$ cat src/rtl/muldiv_sequencer.sv
// RV32M multiply/divide sequencer: latency 1+MUL_STAGES (mul), 33 (div), 1 (div-by-zero/overflow).
// Holds the pipeline through stall until DONE; flush aborts MUL/DIV with no result pulse.
module muldiv_sequencer #(
  parameter int MUL_STAGES = 1,
  parameter int XLEN       = 32
) (
  input  logic            clk,
  input  logic            rst_n,
  input  logic            start,
  input  logic [2:0]      func3,
  input  logic [XLEN-1:0] op1,
  input  logic [XLEN-1:0] op2,
  input  logic            flush,
  output logic            stall,
  output logic            result_valid,
  output logic [XLEN-1:0] result,
  output logic            busy
);

  localparam int CW = $clog2(XLEN);
  localparam logic [XLEN-1:0] INT_MIN = {1'b1, {(XLEN-1){1'b0}}};

  typedef enum logic [1:0] {S_IDLE, S_MUL, S_DIV, S_DONE} state_t;

  state_t              r_state;
  logic [CW-1:0]       r_cnt;
  logic [1:0]          r_func3_lo;
  logic [2*XLEN-1:0]   r_prod;
  logic [XLEN-1:0]     r_quo;
  logic [XLEN-1:0]     r_rem;
  logic [XLEN-1:0]     r_div;
  logic                r_qsign;
  logic                r_rsign;
  logic [XLEN-1:0]     r_result;
  logic                r_result_valid;

  logic                w_accept;
  logic                w_sdiv;
  logic                w_div_zero;
  logic                w_div_ovf;
  logic [XLEN-1:0]     w_op1_abs;
  logic [XLEN-1:0]     w_op2_abs;
  logic                w_a_signed;
  logic                w_b_signed;
  logic [2*XLEN-1:0]   w_mul_a;
  logic [2*XLEN-1:0]   w_mul_b;
  logic [2*XLEN-1:0]   w_prod;
  logic [XLEN:0]       w_shift_rem;
  logic [XLEN:0]       w_trial;
  logic [XLEN-1:0]     w_rem_next;
  logic [XLEN-1:0]     w_quo_next;
  logic [XLEN-1:0]     w_div_result;

  assign w_accept   = (r_state == S_IDLE) && start && !flush;
  assign w_sdiv     = !func3[0];
  assign w_div_zero = (op2 == '0);
  assign w_div_ovf  = w_sdiv && (op1 == INT_MIN) && (&op2);
  assign w_op1_abs  = (w_sdiv && op1[XLEN-1]) ? -op1 : op1;
  assign w_op2_abs  = (w_sdiv && op2[XLEN-1]) ? -op2 : op2;

  // MULH: both signed, MULHSU: only rs1 signed, MUL/MULHU: unsigned.
  assign w_a_signed = func3[1] ^ func3[0];
  assign w_b_signed = (func3[1:0] == 2'b01);
  assign w_mul_a    = {{XLEN{w_a_signed & op1[XLEN-1]}}, op1};
  assign w_mul_b    = {{XLEN{w_b_signed & op2[XLEN-1]}}, op2};
  assign w_prod     = w_mul_a * w_mul_b;

  // The shifted partial remainder can reach 2*divisor-1, hence the extra bit.
  assign w_shift_rem = {r_rem, r_quo[XLEN-1]};
  assign w_trial     = w_shift_rem - {1'b0, r_div};
  assign w_rem_next  = w_trial[XLEN] ? w_shift_rem[XLEN-1:0] : w_trial[XLEN-1:0];
  assign w_quo_next  = {r_quo[XLEN-2:0], ~w_trial[XLEN]};

  assign w_div_result = r_func3_lo[1] ? (r_rsign ? -w_rem_next : w_rem_next)
                                      : (r_qsign ? -w_quo_next : w_quo_next);

  always_ff @(posedge clk or negedge rst_n) begin
    if (!rst_n) begin
      r_state        <= S_IDLE;
      r_cnt          <= '0;
      r_func3_lo     <= '0;
      r_prod         <= '0;
      r_quo          <= '0;
      r_rem          <= '0;
      r_div          <= '0;
      r_qsign        <= 1'b0;
      r_rsign        <= 1'b0;
      r_result       <= '0;
      r_result_valid <= 1'b0;
    end else begin
      r_result_valid <= 1'b0;
      case (r_state)
        S_IDLE: begin
          if (w_accept) begin
            r_func3_lo <= func3[1:0];
            if (!func3[2]) begin
              // r_prod is the first multiply register; the MUL cycles give it time to settle.
              r_prod  <= w_prod;
              r_cnt   <= CW'(MUL_STAGES - 1);
              r_state <= S_MUL;
            end else if (w_div_zero) begin
              r_result       <= func3[1] ? op1 : '1;
              r_result_valid <= 1'b1;
              r_state        <= S_DONE;
            end else if (w_div_ovf) begin
              r_result       <= func3[1] ? '0 : INT_MIN;
              r_result_valid <= 1'b1;
              r_state        <= S_DONE;
            end else begin
              r_quo   <= w_op1_abs;
              r_div   <= w_op2_abs;
              r_rem   <= '0;
              r_qsign <= w_sdiv & (op1[XLEN-1] ^ op2[XLEN-1]);
              r_rsign <= w_sdiv & op1[XLEN-1];
              r_cnt   <= CW'(XLEN - 1);
              r_state <= S_DIV;
            end
          end
        end
        S_MUL: begin
          if (flush) begin
            r_state <= S_IDLE;
          end else if (r_cnt == '0) begin
            r_result       <= (r_func3_lo == 2'b00) ? r_prod[XLEN-1:0] : r_prod[2*XLEN-1:XLEN];
            r_result_valid <= 1'b1;
            r_state        <= S_DONE;
          end else begin
            r_cnt <= r_cnt - 1'b1;
          end
        end
        S_DIV: begin
          if (flush) begin
            r_state <= S_IDLE;
          end else begin
            r_rem <= w_rem_next;
            r_quo <= w_quo_next;
            if (r_cnt == '0) begin
              r_result       <= w_div_result;
              r_result_valid <= 1'b1;
              r_state        <= S_DONE;
            end else begin
              r_cnt <= r_cnt - 1'b1;
            end
          end
        end
        S_DONE:  r_state <= S_IDLE;
        default: r_state <= S_IDLE;
      endcase
    end
  end

  assign stall = rst_n && !flush &&
                 ((r_state == S_IDLE && start) || r_state == S_MUL || r_state == S_DIV);
  assign busy         = (r_state != S_IDLE);
  assign result_valid = r_result_valid;
  assign result       = r_result;

endmodule

$ cat config.mk
export PLATFORM = sky130hd
export DESIGN_NAME = muldiv_sequencer
export DESIGN_NICKNAME = d
export VERILOG_FILES = /design/src/rtl/muldiv_sequencer.sv
export SDC_FILE = /design/constraint.sdc
export NUM_CORES = 2
export LEC_CHECK = 0
export CAP_MARGIN = 10
export CORE_MARGIN = 2
export CORE_UTILIZATION = 30
export DETAILED_ROUTE_END_ITERATION = 10
export GPL_TIMING_DRIVEN = 0
export PLACE_DENSITY = 0.45
export SYNTH_ARGS = -nofsm -noshare
export SYNTH_HDL_FRONTEND = slang
export SYNTH_SLANG_ARGS = --single-unit
$ cat constraint.sdc
create_clock -name clk -period 6.4 [get_ports clk]
set_input_delay 0.64 -clock clk [delete_from_list [all_inputs] [get_ports clk]]
set_output_delay 0.64 -clock clk [all_outputs]
set_load 0.01 [all_outputs]
==> results.sh <==
export IMPL_status="finished with violations"
export IMPL_violations="hold timing, setup timing"
export IMPL_setup_ws_ns=-1.92
export IMPL_max_clock_path_buffers=3
export IMPL_finalNonFillerCells=8861
export IMPL_syn_avg_cell_area_um2=8.59
export IMPL_dpl_instance_area_mm2=0.0580
export IMPL_start_util=0.302
export IMPL_wl_per_cell_um=26.7
export IMPL_antenna_found_initial=25
export IMPL_grt_pass1_vias=46900
export IMPL_synth_top_area_frac=0.428
export IMPL_cap_violations=0
export IMPL_crit_arrival_ns=8.75
export IMPL_vias=44600
export IMPL_required_ns=6.82
export IMPL_slew_headroom=0.289
export IMPL_yosysUniqueCellTypes=90
export IMPL_slowest_stage="fa_2"
export IMPL_cts_made_buffers=26
export IMPL_yosysWarnings=0
export IMPL_routed_wl_mm=236
export IMPL_hold_viol_final=1
export IMPL_routabilityCongestion=0.952
export IMPL_portBuffers=68
export IMPL_globalRouteOverflowTotal=0
export IMPL_die_h_um=423
export IMPL_register_area_mm2=0.00510
export IMPL_die_area_mm2=0.179
export IMPL_cp_end_kind="register"
export IMPL_seq_area_frac_synth=0.0969
export IMPL_fin_crit_ns=8.32
export IMPL_rsz0062_at_grt="yes"
export IMPL_ant_nets=0
export IMPL_die_w_um=423
export IMPL_syn_to_final_growth_pct=23.7
export IMPL_cpPeakStageDelay_ns=0.64
export IMPL_drt_vias_per_instance=5.04
export IMPL_slew_viol_final=0
export IMPL_setup_violations=41
export IMPL_ios=106
export IMPL_dp_hpwl_mm=191
export IMPL_h_tree_depth=1
export IMPL_cts_tree="built"
export IMPL_ff2ff_setup_slack_ns=0.23
export IMPL_min_path_type="input pin to asynchronous set/reset pin"
export IMPL_path_class="input pin to register"
export IMPL_rows=153
export IMPL_syn_num_nets=7584
export IMPL_grtUsageTotal=0.263
export IMPL_synthArstFlopShare=1.00
export IMPL_worst_clock_skew_ns=0.0204
export IMPL_dpl_worst_slack_ns=-4.46
export IMPL_dr_first_iter_drc_count=3701
export IMPL_final_setup_tns_ns=-45.27
export IMPL_clk_pin_slew_ns=0.06
export IMPL_synth_area_leaders="fa_1 43%, dfrtp_1 9.7%, inv_1 9.0%"
export IMPL_finalInstanceArea_mm2=0.0651
export IMPL_dp_cells=8529
export IMPL_fin_nets=7957
export IMPL_synth_edf_count=0
export IMPL_start_kind="input pin"
export IMPL_grt_max_degree=87
export IMPL_clk_latency_ns=0.56
export IMPL_synth_top_area_cell="fa_1"
export IMPL_multi_input_area_mm2=0.0436
export IMPL_syn_inst=6131
export IMPL_max_freq_mhz=120
export IMPL_synth_seq_cells=204
export IMPL_synth_ff_type="dfrtp_1"
export IMPL_layout_drive_gt1_share=0.168
export IMPL_core_area_mm2=0.174
export IMPL_whs_ns=-0.00152
export IMPL_grt_pass1_wl_mm=341
export IMPL_cts_sinks=204
export IMPL_dr_pass1_iters=8
export IMPL_root_buffer="clkbuf_16"
export IMPL_worst_pin_slew_ns=1.07
export IMPL_synth_area_mm2=0.0527
export IMPL_nFillCells=18000
export IMPL_period_share=1.30
export IMPL_cp_max_fo=8
export IMPL_drc=0
## routing by layer
metal	track usage	part of all wire	vias up
met5	0	0.00011	-
met2	0.421	0.46	1572
met3	0.0416	0.071	287
li1	-	-	19300
met1	0.361	0.43	23500
met4	0.0935	0.043	4
## stage by stage
stage | util | hold WS, ns
6_report | 0.374 | -0.00152
4_1_cts | 0.366 | 0.0101
5_1_grt | 0.374 | 0.0231
2_1_floorplan | - | 0.344
3_3_place_gp | 0.332 | 0.454
3_5_place_dp | 0.333 | 0.463
## cells by family (layout without fill, tap and decap cells)
logic type	after synthesis	in the layout	synth area share
XOR/XNOR	203	203	0.0338
buffers and inverters	1641	2034	0.118
other	0	12	0
adder cells (fa/ha/maj)	1382	1382	0.489
AO/OA/AOI/OAI	786	786	0.0917
AND/OR/NAND/NOR	1842	1842	0.157
flip-flops	204	204	0.0969
multiplexers	73	73	0.0144
## worst paths after layout
path	startpoint	end	cells past startpoint
min in group clk	func3[1]	r_func3_lo[1]	3
setup reg to reg	r_quo[31]	result[14]	23
max in group asynchronous	rst_n	r_prod[41]	2
hold / removal	rst_n	r_rem[21]	1
hold reg to reg	r_prod[2]	r_prod[2]	2
setup / recovery	func3[1]	r_prod[62]	34
## flip-flops by register name, summed over array words and instances, names as in the netlist
register	count
r_prod	64
r_div	32
r_quo	32
r_rem	32
result	32
r_cnt	5
r_func3_lo	2
r_state	2
r_qsign	1
r_rsign	1
result_valid	1
## cells in the mapped netlist (all sizes together) (98+ instances only)
| cell type | number |
|---|---|
| a21oi | 207 |
| and2 | 280 |
| buf | 102 |
| clkbuf | 276 |
| dfrtp | 204 |
| fa | 1126 |
| ha | 256 |
| inv | 1260 |
| nand2 | 1103 |
| nor2 | 206 |
| o21ai | 295 |
| xnor2 | 105 |
| xor2 | 98 |
## placed cells by master (no fill, tap or decap), types with 51 or more instances in the layout
| cell | netlist | routed |
|---|---|---|
| o21ai_0 | 288 | 221 |
| buf_12 | 0 | 51 |
| o21ai_1 | 6 | 51 |
| xnor2_1 | 105 | 84 |
| buf_6 | 0 | 67 |
| a21oi_1 | 204 | 157 |
| clkbuf_16 | 0 | 81 |
| fa_1 | 1126 | 1060 |
| xor2_1 | 98 | 84 |
| buf_4 | 5 | 237 |
| a21o_1 | 53 | 52 |
| ha_1 | 256 | 202 |
| nand2_1 | 1103 | 1067 |
| nor2_1 | 205 | 194 |
| clkbuf_1 | 276 | 87 |
| and2_1 | 280 | 259 |
| fa_2 | 0 | 66 |
| inv_2 | 1 | 67 |
| inv_1 | 1259 | 1182 |
| dfrtp_1 | 204 | 204 |
## critical path, delay by kind of cell
family,cells,cell delay [ns]
adders and majority gates,10,4.83
buffers and inverters,12,1.20
and+or+nand+nor,6,0.89
AOI/OAI and AO/OA,5,0.77
xor gates and xnor gates,1,0.36
## area by class of cell
class	count	area share
Timing Repair Buffer	363	0.0562
Clock inverter	14	0.00321
Clock buffer	34	0.0115
Antenna cell	12	0.000461
Buffer	359	0.0625
Tap cell	2325	0.0447
Inverter	1263	0.0736
Sequential cell	204	0.0784
Multi-Input combinational cell	4286	0.669
Timing Repair inverter	1	0.000173
## timing repair
action,in CTS,in global routing
gates resized for setup,829,285
setup buffers,197,93
endpoints found under the hold margin,0,0
pin swaps,208,238
gates cloned,9,1
endpoints found under the setup margin,125,54
hold buffers,0,0
Power is left out: the tool's default activity adds up to more than one toggle a clock period on the data nets, which glitch-free logic cannot reach.
